==> config.mk <==
export PLATFORM = sky130hd
export DESIGN_NAME = macro_cmd_queue
export DESIGN_NICKNAME = d
export VERILOG_FILES = /design/src/rtl/macro_cmd_queue.sv
export SDC_FILE = /design/constraint.sdc
export NUM_CORES = 1
export LEC_CHECK = 0
export ABC_AREA = 1
export CAP_MARGIN = 20
export CORE_MARGIN = 3
export CORE_UTILIZATION = 54
export DETAILED_ROUTE_END_ITERATION = 10
export PLACE_DENSITY = 0.82
export SETUP_SLACK_MARGIN = 0.3
export SYNTH_ARGS = -nofsm -noshare
export SYNTH_HDL_FRONTEND = slang
export SYNTH_SLANG_ARGS = --single-unit
==> constraint.sdc <==
create_clock -name clk -period 4.9 [get_ports clk]
set_clock_uncertainty 0.2 [all_clocks]
set_input_delay 0.98 -clock clk [delete_from_list [all_inputs] [get_ports clk]]
set_output_delay 0.98 -clock clk [all_outputs]
set_load 0.02 [all_outputs]
==> src/rtl/macro_cmd_queue.sv <==
// Compute-command FIFO and issue FSM for the compute macro, with a hazard-checked
// pass-through path for external load/store traffic to the macro storage port.
module macro_cmd_queue #(
   parameter int ROW_NUM     = 16,
   parameter int COL_NUM_BIT = 6,
   parameter int DEPTH       = 4,
   parameter int CMD_W       = 7 + 3 * COL_NUM_BIT
) (
   input  logic                       clk,
   input  logic                       rst,
   input  logic                       ExLdSt_valid,
   output logic                       ExLdSt_ready,
   input  logic [COL_NUM_BIT:0]       ExLdSt_command,
   input  logic [ROW_NUM-1:0]         ExLdSt_wdata,
   output logic                       ExLdSt_rvalid,
   output logic [ROW_NUM-1:0]         ExLdSt_rdata,
   input  logic                       Compute_valid,
   output logic                       Compute_ready,
   input  logic [CMD_W-1:0]           Compute_command,
   output logic                       M_compute_valid,
   input  logic                       M_compute_ready,
   output logic [CMD_W-1:0]           M_compute_command,
   input  logic                       M_done,
   output logic                       M_st_valid,
   output logic                       M_st_we,
   output logic [COL_NUM_BIT-1:0]     M_st_addr,
   output logic [ROW_NUM-1:0]         M_st_wdata,
   input  logic [ROW_NUM-1:0]         M_st_rdata,
   output logic                       busy,
   output logic [$clog2(DEPTH):0]     queue_count
);
   localparam int AW = $clog2(DEPTH);
   localparam int PW = AW + 1;
   localparam int OW = 3 * COL_NUM_BIT;

   typedef enum logic [1:0] {S_IDLE, S_ISSUE, S_WAIT} state_t;

   state_t                 state_q;
   logic                   mcv_q;
   logic                   busy_q;
   logic [OW-1:0]          inflight_q;
   logic [CMD_W-1:0]       mem_q [DEPTH];
   logic [PW-1:0]          wr_ptr_q, wr_ptr_d, rd_ptr_q, rd_ptr_d;
   logic [PW-1:0]          count;
   logic                   full, empty, enq, pop;
   logic [CMD_W-1:0]       head;
   logic [DEPTH-1:0]       slot_live;
   logic                   hazard, st_acc;

   logic                   st_valid_q, st_valid_d, st_we_q, st_we_d;
   logic [COL_NUM_BIT-1:0] st_addr_q, st_addr_d;
   logic [ROW_NUM-1:0]     st_wdata_q, st_wdata_d;
   logic                   rvalid_q, rvalid_d;
   logic [ROW_NUM-1:0]     rdata_q, rdata_d;

   // Reads only conflict with a pending destination; writes conflict with any operand.
   function automatic logic ops_hit(input logic [OW-1:0] ops,
                                    input logic [COL_NUM_BIT-1:0] addr,
                                    input logic we);
      logic hit;
      hit = (ops[COL_NUM_BIT-1:0] == addr);
      if (we) begin
         hit = hit || (ops[2*COL_NUM_BIT-1:COL_NUM_BIT] == addr)
                   || (ops[OW-1:2*COL_NUM_BIT] == addr);
      end
      return hit;
   endfunction

   assign count  = wr_ptr_q - rd_ptr_q;
   assign full   = (count == PW'(DEPTH));
   assign empty  = (count == '0);
   assign enq    = Compute_valid && !full;
   assign pop    = (state_q == S_ISSUE) && M_compute_ready;
   assign head   = mem_q[rd_ptr_q[AW-1:0]];

   always_comb begin
      wr_ptr_d = wr_ptr_q + PW'(enq);
      rd_ptr_d = rd_ptr_q + PW'(pop);
   end

   always_comb begin
      slot_live = '0;
      hazard    = busy_q && ops_hit(inflight_q, ExLdSt_command[COL_NUM_BIT-1:0],
                                    ExLdSt_command[COL_NUM_BIT]);
      for (int i = 0; i < DEPTH; i++) begin
         slot_live[i] = ({1'b0, AW'(i) - rd_ptr_q[AW-1:0]} < count);
         if (slot_live[i] && ops_hit(mem_q[i][OW-1:0], ExLdSt_command[COL_NUM_BIT-1:0],
                                     ExLdSt_command[COL_NUM_BIT])) begin
            hazard = 1'b1;
         end
      end
   end

   assign st_acc = ExLdSt_valid && ExLdSt_ready;

   always_comb begin
      st_valid_d = st_acc;
      st_we_d    = st_acc && ExLdSt_command[COL_NUM_BIT];
      st_addr_d  = st_acc ? ExLdSt_command[COL_NUM_BIT-1:0] : st_addr_q;
      st_wdata_d = st_acc ? ExLdSt_wdata : st_wdata_q;
      rvalid_d   = st_valid_q && !st_we_q;
      rdata_d    = rvalid_d ? M_st_rdata : rdata_q;
   end

   always_ff @(posedge clk) begin
      if (rst) begin
         wr_ptr_q   <= '0;
         rd_ptr_q   <= '0;
         st_valid_q <= 1'b0;
         st_we_q    <= 1'b0;
         st_addr_q  <= '0;
         st_wdata_q <= '0;
         rvalid_q   <= 1'b0;
         rdata_q    <= '0;
         for (int i = 0; i < DEPTH; i++) mem_q[i] <= '0;
      end else begin
         wr_ptr_q   <= wr_ptr_d;
         rd_ptr_q   <= rd_ptr_d;
         st_valid_q <= st_valid_d;
         st_we_q    <= st_we_d;
         st_addr_q  <= st_addr_d;
         st_wdata_q <= st_wdata_d;
         rvalid_q   <= rvalid_d;
         rdata_q    <= rdata_d;
         if (enq) mem_q[wr_ptr_q[AW-1:0]] <= Compute_command;
      end
   end

   always_ff @(posedge clk) begin
      if (rst) begin
         state_q    <= S_IDLE;
         mcv_q      <= 1'b0;
         busy_q     <= 1'b0;
         inflight_q <= '0;
      end else begin
         case (state_q)
            S_IDLE: if (!empty) begin
               state_q <= S_ISSUE;
               mcv_q   <= 1'b1;
            end
            S_ISSUE: if (M_compute_ready) begin
               inflight_q <= head[OW-1:0];
               busy_q     <= 1'b1;
               mcv_q      <= 1'b0;
               state_q    <= S_WAIT;
            end
            S_WAIT: if (M_done) begin
               busy_q  <= 1'b0;
               state_q <= S_IDLE;
            end
            default: state_q <= S_IDLE;
         endcase
      end
   end

   assign Compute_ready     = !full;
   assign ExLdSt_ready      = !hazard;
   assign M_compute_valid   = mcv_q;
   assign M_compute_command = mcv_q ? head : '0;
   assign busy              = busy_q;
   assign queue_count       = count;
   assign M_st_valid        = st_valid_q;
   assign M_st_we           = st_we_q;
   assign M_st_addr         = st_addr_q;
   assign M_st_wdata        = st_wdata_q;
   assign ExLdSt_rvalid     = rvalid_q;
   assign ExLdSt_rdata      = rdata_q;
endmodule

==> flow_metrics.env <==
export IMPL_status="completed"
export IMPL_crit_buf_inv=4
export IMPL_die_x_um=133.6
export IMPL_io_pins=143
export IMPL_first_pass_iters=8
export IMPL_grt_overflow=0
export IMPL_synth_distinct_cells=37
export IMPL_finalNonFillerCells=1468
export IMPL_setup_slack_ns=0.6257
export IMPL_cp_max_fo=6
export IMPL_gp_congestion=1.006
export IMPL_drt_wl_total_um=24720
export IMPL_maxCapViolations=0
export IMPL_power_density_mw_per_mm2=398.3
export IMPL_p_leak_nw=4.999
export IMPL_vdd_drop_max_v=0.0002590
export IMPL_finalCritPeriodShare_pct=87.23
export IMPL_yosysWarnings=0
export IMPL_avgSynthCellArea_um2=7.928
export IMPL_clock_path_buffers=2
export IMPL_cp_cell_sequence="inv_1 -> ha_1 -> inv_1 -> fa_1 -> inv_1 -> ha_1 -> a21oi_1 -> or2_2 -> nand2_1 -> nand2_1 -> nor3_1 -> clkbuf_2"
export IMPL_timing_critical_path_mode_cell="inv_1"
export IMPL_multiInputGateArea_mm2=0.003371
export IMPL_dpl_cell_count=1436
export IMPL_syn2layout_area_growth_pct=24.35
export IMPL_cts_root_buf="clkbuf_16"
export IMPL_final_min_clock_period_ns=4.274
export IMPL_critPathSlowestCell="fa_1"
export IMPL_crit_type="register to primary output"
export IMPL_vias=7787
export IMPL_grt_pass1_vias=7484
export IMPL_dieArea_mm2=0.01785
export IMPL_cp_end_kind="primary output"
export IMPL_synth_top_area_share_pct=34.15
export IMPL_grt_antenna_before_repair=0
export IMPL_drive_gt1_share_pct=6.150
export IMPL_track_usage_pct=28.06
export IMPL_regArea_mm2=0.004384
export IMPL_rows=46
export IMPL_via_per_inst=5.304
export IMPL_max_slew_margin_rel_pct=37.44
export IMPL_clk_latency_ns=0.43
export IMPL_synth_area_leaders="edfxtp_1 (34%), dfxtp_1 (16%), nand2_1 (9.9%)"
export IMPL_yosys_area_top_type="edfxtp_1"
export IMPL_grt_pass1_wl_um=39200
export IMPL_dp_final_hpwl_um=17030
export IMPL_drtIter0Drc=792
export IMPL_crit_required_ns=3.72
export IMPL_drc_errors=0
export IMPL_path_clk_slew_ns=0.07
export IMPL_slew_violations=0
export IMPL_syn_cell_area_mm2=0.008792
export IMPL_worstPathArrival_ns=3.09
export IMPL_htree_levels=4
export IMPL_start_kind="register"
export IMPL_worst_pin_slew_ns=0.9374
export IMPL_coreArea_mm2=0.01589
export IMPL_pre_cts_ws_ns=0.3907
export IMPL_clock_sinks=169
export IMPL_hold_viol=0
export IMPL_die_h_um=133.6
export IMPL_critPathMaxStageDelay_ns=0.52
export IMPL_synth_net_count=1191
export IMPL_worstHoldPathType="register to register"
export IMPL_ys_ff_latch=169
export IMPL_rsz0062_at_grt="no"
export IMPL_cts_buffers=17
export IMPL_cts_tree="yes"
export IMPL_tns_ns=0
export IMPL_ant_nets=0
export IMPL_ys_seq_area_share_pct=49.86
export IMPL_setup_viol=0
export IMPL_antenna_cells=0
export IMPL_fmax_mhz=234.0
export IMPL_critical_path_top_delay_family="adder cells"
export IMPL_wl_per_cell_um=16.84
export IMPL_portBuffers=142
export IMPL_nFillCells=1303
export IMPL_nets=1321
export IMPL_synthesis_instances=1109
export IMPL_start_util_pct=55.35
export IMPL_grt_max_degree=56
Yosys cell counts, drive strengths merged:
| cell | instances |
|---|---|
| o311ai | 1 |
| nand3 | 16 |
| nand4 | 24 |
| a21oi | 25 |
| o31ai | 3 |
| nor3 | 29 |
| clkbuf | 29 |
| nor2 | 203 |
| a22o | 2 |
| o211ai | 16 |
| a221oi | 16 |
| nor3b | 1 |
| o221ai | 2 |
| xor2 | 23 |
| nand2 | 240 |
| or2 | 4 |
| a22oi | 16 |
| buf | 27 |
| fa | 1 |
| o22ai | 13 |
| xnor2 | 8 |
| clkinv | 4 |
| inv | 195 |
| edfxtp | 100 |
| ha | 11 |
| dfxtp | 69 |
| o21ai | 31 |
what timing repair did:
item / 4_1_cts / 5_1_grt
setup endpoints to repair: 1 / 1
pin swaps: 0 / 0
hold buffers: 0 / 0
buffers inserted: 0 / 0
resized for setup: 1 / 3
state kept, by name (all words and copies together), names as in the netlist:
| name | cells |
|---|---|
| state_q | 2 |
| inflight_q | 18 |
| rd_ptr_q | 3 |
| M_st_wdata | 16 |
| wr_ptr_q | 3 |
| ExLdSt_rvalid | 1 |
| M_compute_valid | 1 |
| busy | 1 |
| M_st_we | 1 |
| M_st_valid | 1 |
| mem_q | 100 |
| ExLdSt_rdata | 16 |
| M_st_addr | 6 |
kinds of logic (layout without fill, tap and decap cells):
| group | count (synthesis) | after routing | synth area share (%) |
|---|---|---|---|
| AOI/OAI and AO/OA | 125 | 125 | 9.193 |
| xor gates and xnor gates | 31 | 31 | 3.088 |
| buffers and inverters | 255 | 398 | 12.00 |
| adders and majority gates | 12 | 12 | 1.793 |
| DFF | 169 | 169 | 49.86 |
| and+or+nand+nor | 517 | 517 | 24.06 |
stage by stage:
| step | area [um2] | hold slack (ns) | power (mW) | utilization [%] |
|---|---|---|---|---|
| final | 10930 | 0.3081 | 4.355 | 68.82 |
| after global routing | 10930 | 0.3333 | 4.574 | 68.82 |
| after CTS | 10940 | 0.3057 | 4.354 | 68.85 |
| after detailed placement | 10380 | 0.2937 | 3.088 | 65.35 |
| after global placement | 10380 | 0.2800 | 3.067 | 65.35 |
| after floorplan | 8792 | 0.2675 | 2.575 | - |
per-layer routing:
| metal | track usage [%] | up-vias | share of wire (%) |
|---|---|---|---|
| met2 | 45.12 | 380 | 46 |
| met5 | 0 | - | 0 |
| li1 | - | 3779 | - |
| met1 | 37.67 | 3570 | 42 |
| met4 | 9.714 | 0 | 2.5 |
| met3 | 6.495 | 58 | 8.9 |
area by class of cell:
class,count,area share [%]
Multi-Input combinational cell,685,30.83
Inverter,199,6.832
Tap cell,216,2.472
Clock buffer,21,4.303
Timing Repair Buffer,167,14.67
Clock inverter,11,0.7897
Sequential cell,169,40.10
report_power, final:
| part | switching (mW) | leakage (nW) | internal (mW) |
|---|---|---|---|
| logic | 0.786 | 3.12 | 0.489 |
| clock network | 0.586 | 0.270 | 0.697 |
| registers | 0.112 | 1.61 | 1.68 |
| total | 1.48 | 5.00 | 2.87 |
cell usage in the layout, fill, tap and decap left out, types with 3 or more instances in the layout:
cell / synthesis / routed
a21oi_1: 25 / 25
a221oi_1: 16 / 16
a22oi_1: 16 / 16
buf_4: 11 / 25
clkbuf_16: 0 / 17
clkbuf_8: 0 / 3
clkdlybuf4s50_1: 0 / 141
clkinv_1: 4 / 5
clkinvlp_4: 0 / 3
dfxtp_1: 69 / 69
edfxtp_1: 100 / 100
ha_1: 11 / 11
inv_1: 190 / 190
inv_2: 5 / 5
inv_6: 0 / 4
nand2_1: 232 / 232
nand2_2: 8 / 8
nand3_1: 15 / 15
nand4_1: 24 / 24
nor2_1: 202 / 202
nor3_1: 29 / 29
o211ai_1: 16 / 16
o21ai_0: 28 / 27
o21ai_1: 3 / 3
o22ai_1: 13 / 13
or2_2: 3 / 3
xnor2_1: 8 / 8
xor2_1: 23 / 23
tightest hold or removal path: cells and delay by family (launching register included):
| kind | cells | cell delay, ns |
|---|---|---|
| DFF | 1 | 0.33 |
| and+or+nand+nor | 1 | 0.07 |
| AOI/OAI and AO/OA | 1 | 0.06 |
path summary, 6_finish.rpt:
kind / cells past startpoint / slack (ns) / startpoint / endpoint
setup / recovery: 12 / 0.63 / wr_ptr_q[0]$_SDFF_PP0_ / ExLdSt_ready
hold / removal: 2 / 0.31 / M_compute_valid$_SDFFE_PP0P_ / M_compute_valid$_SDFFE_PP0P_
setup reg to reg: 15 / 1.36 / wr_ptr_q[0]$_SDFF_PP0_ / M_st_wdata[15]$_SDFFE_PP0P_
hold reg to reg: 2 / 0.31 / M_compute_valid$_SDFFE_PP0P_ / M_compute_valid$_SDFFE_PP0P_
(Power assumes the default switching activity.)
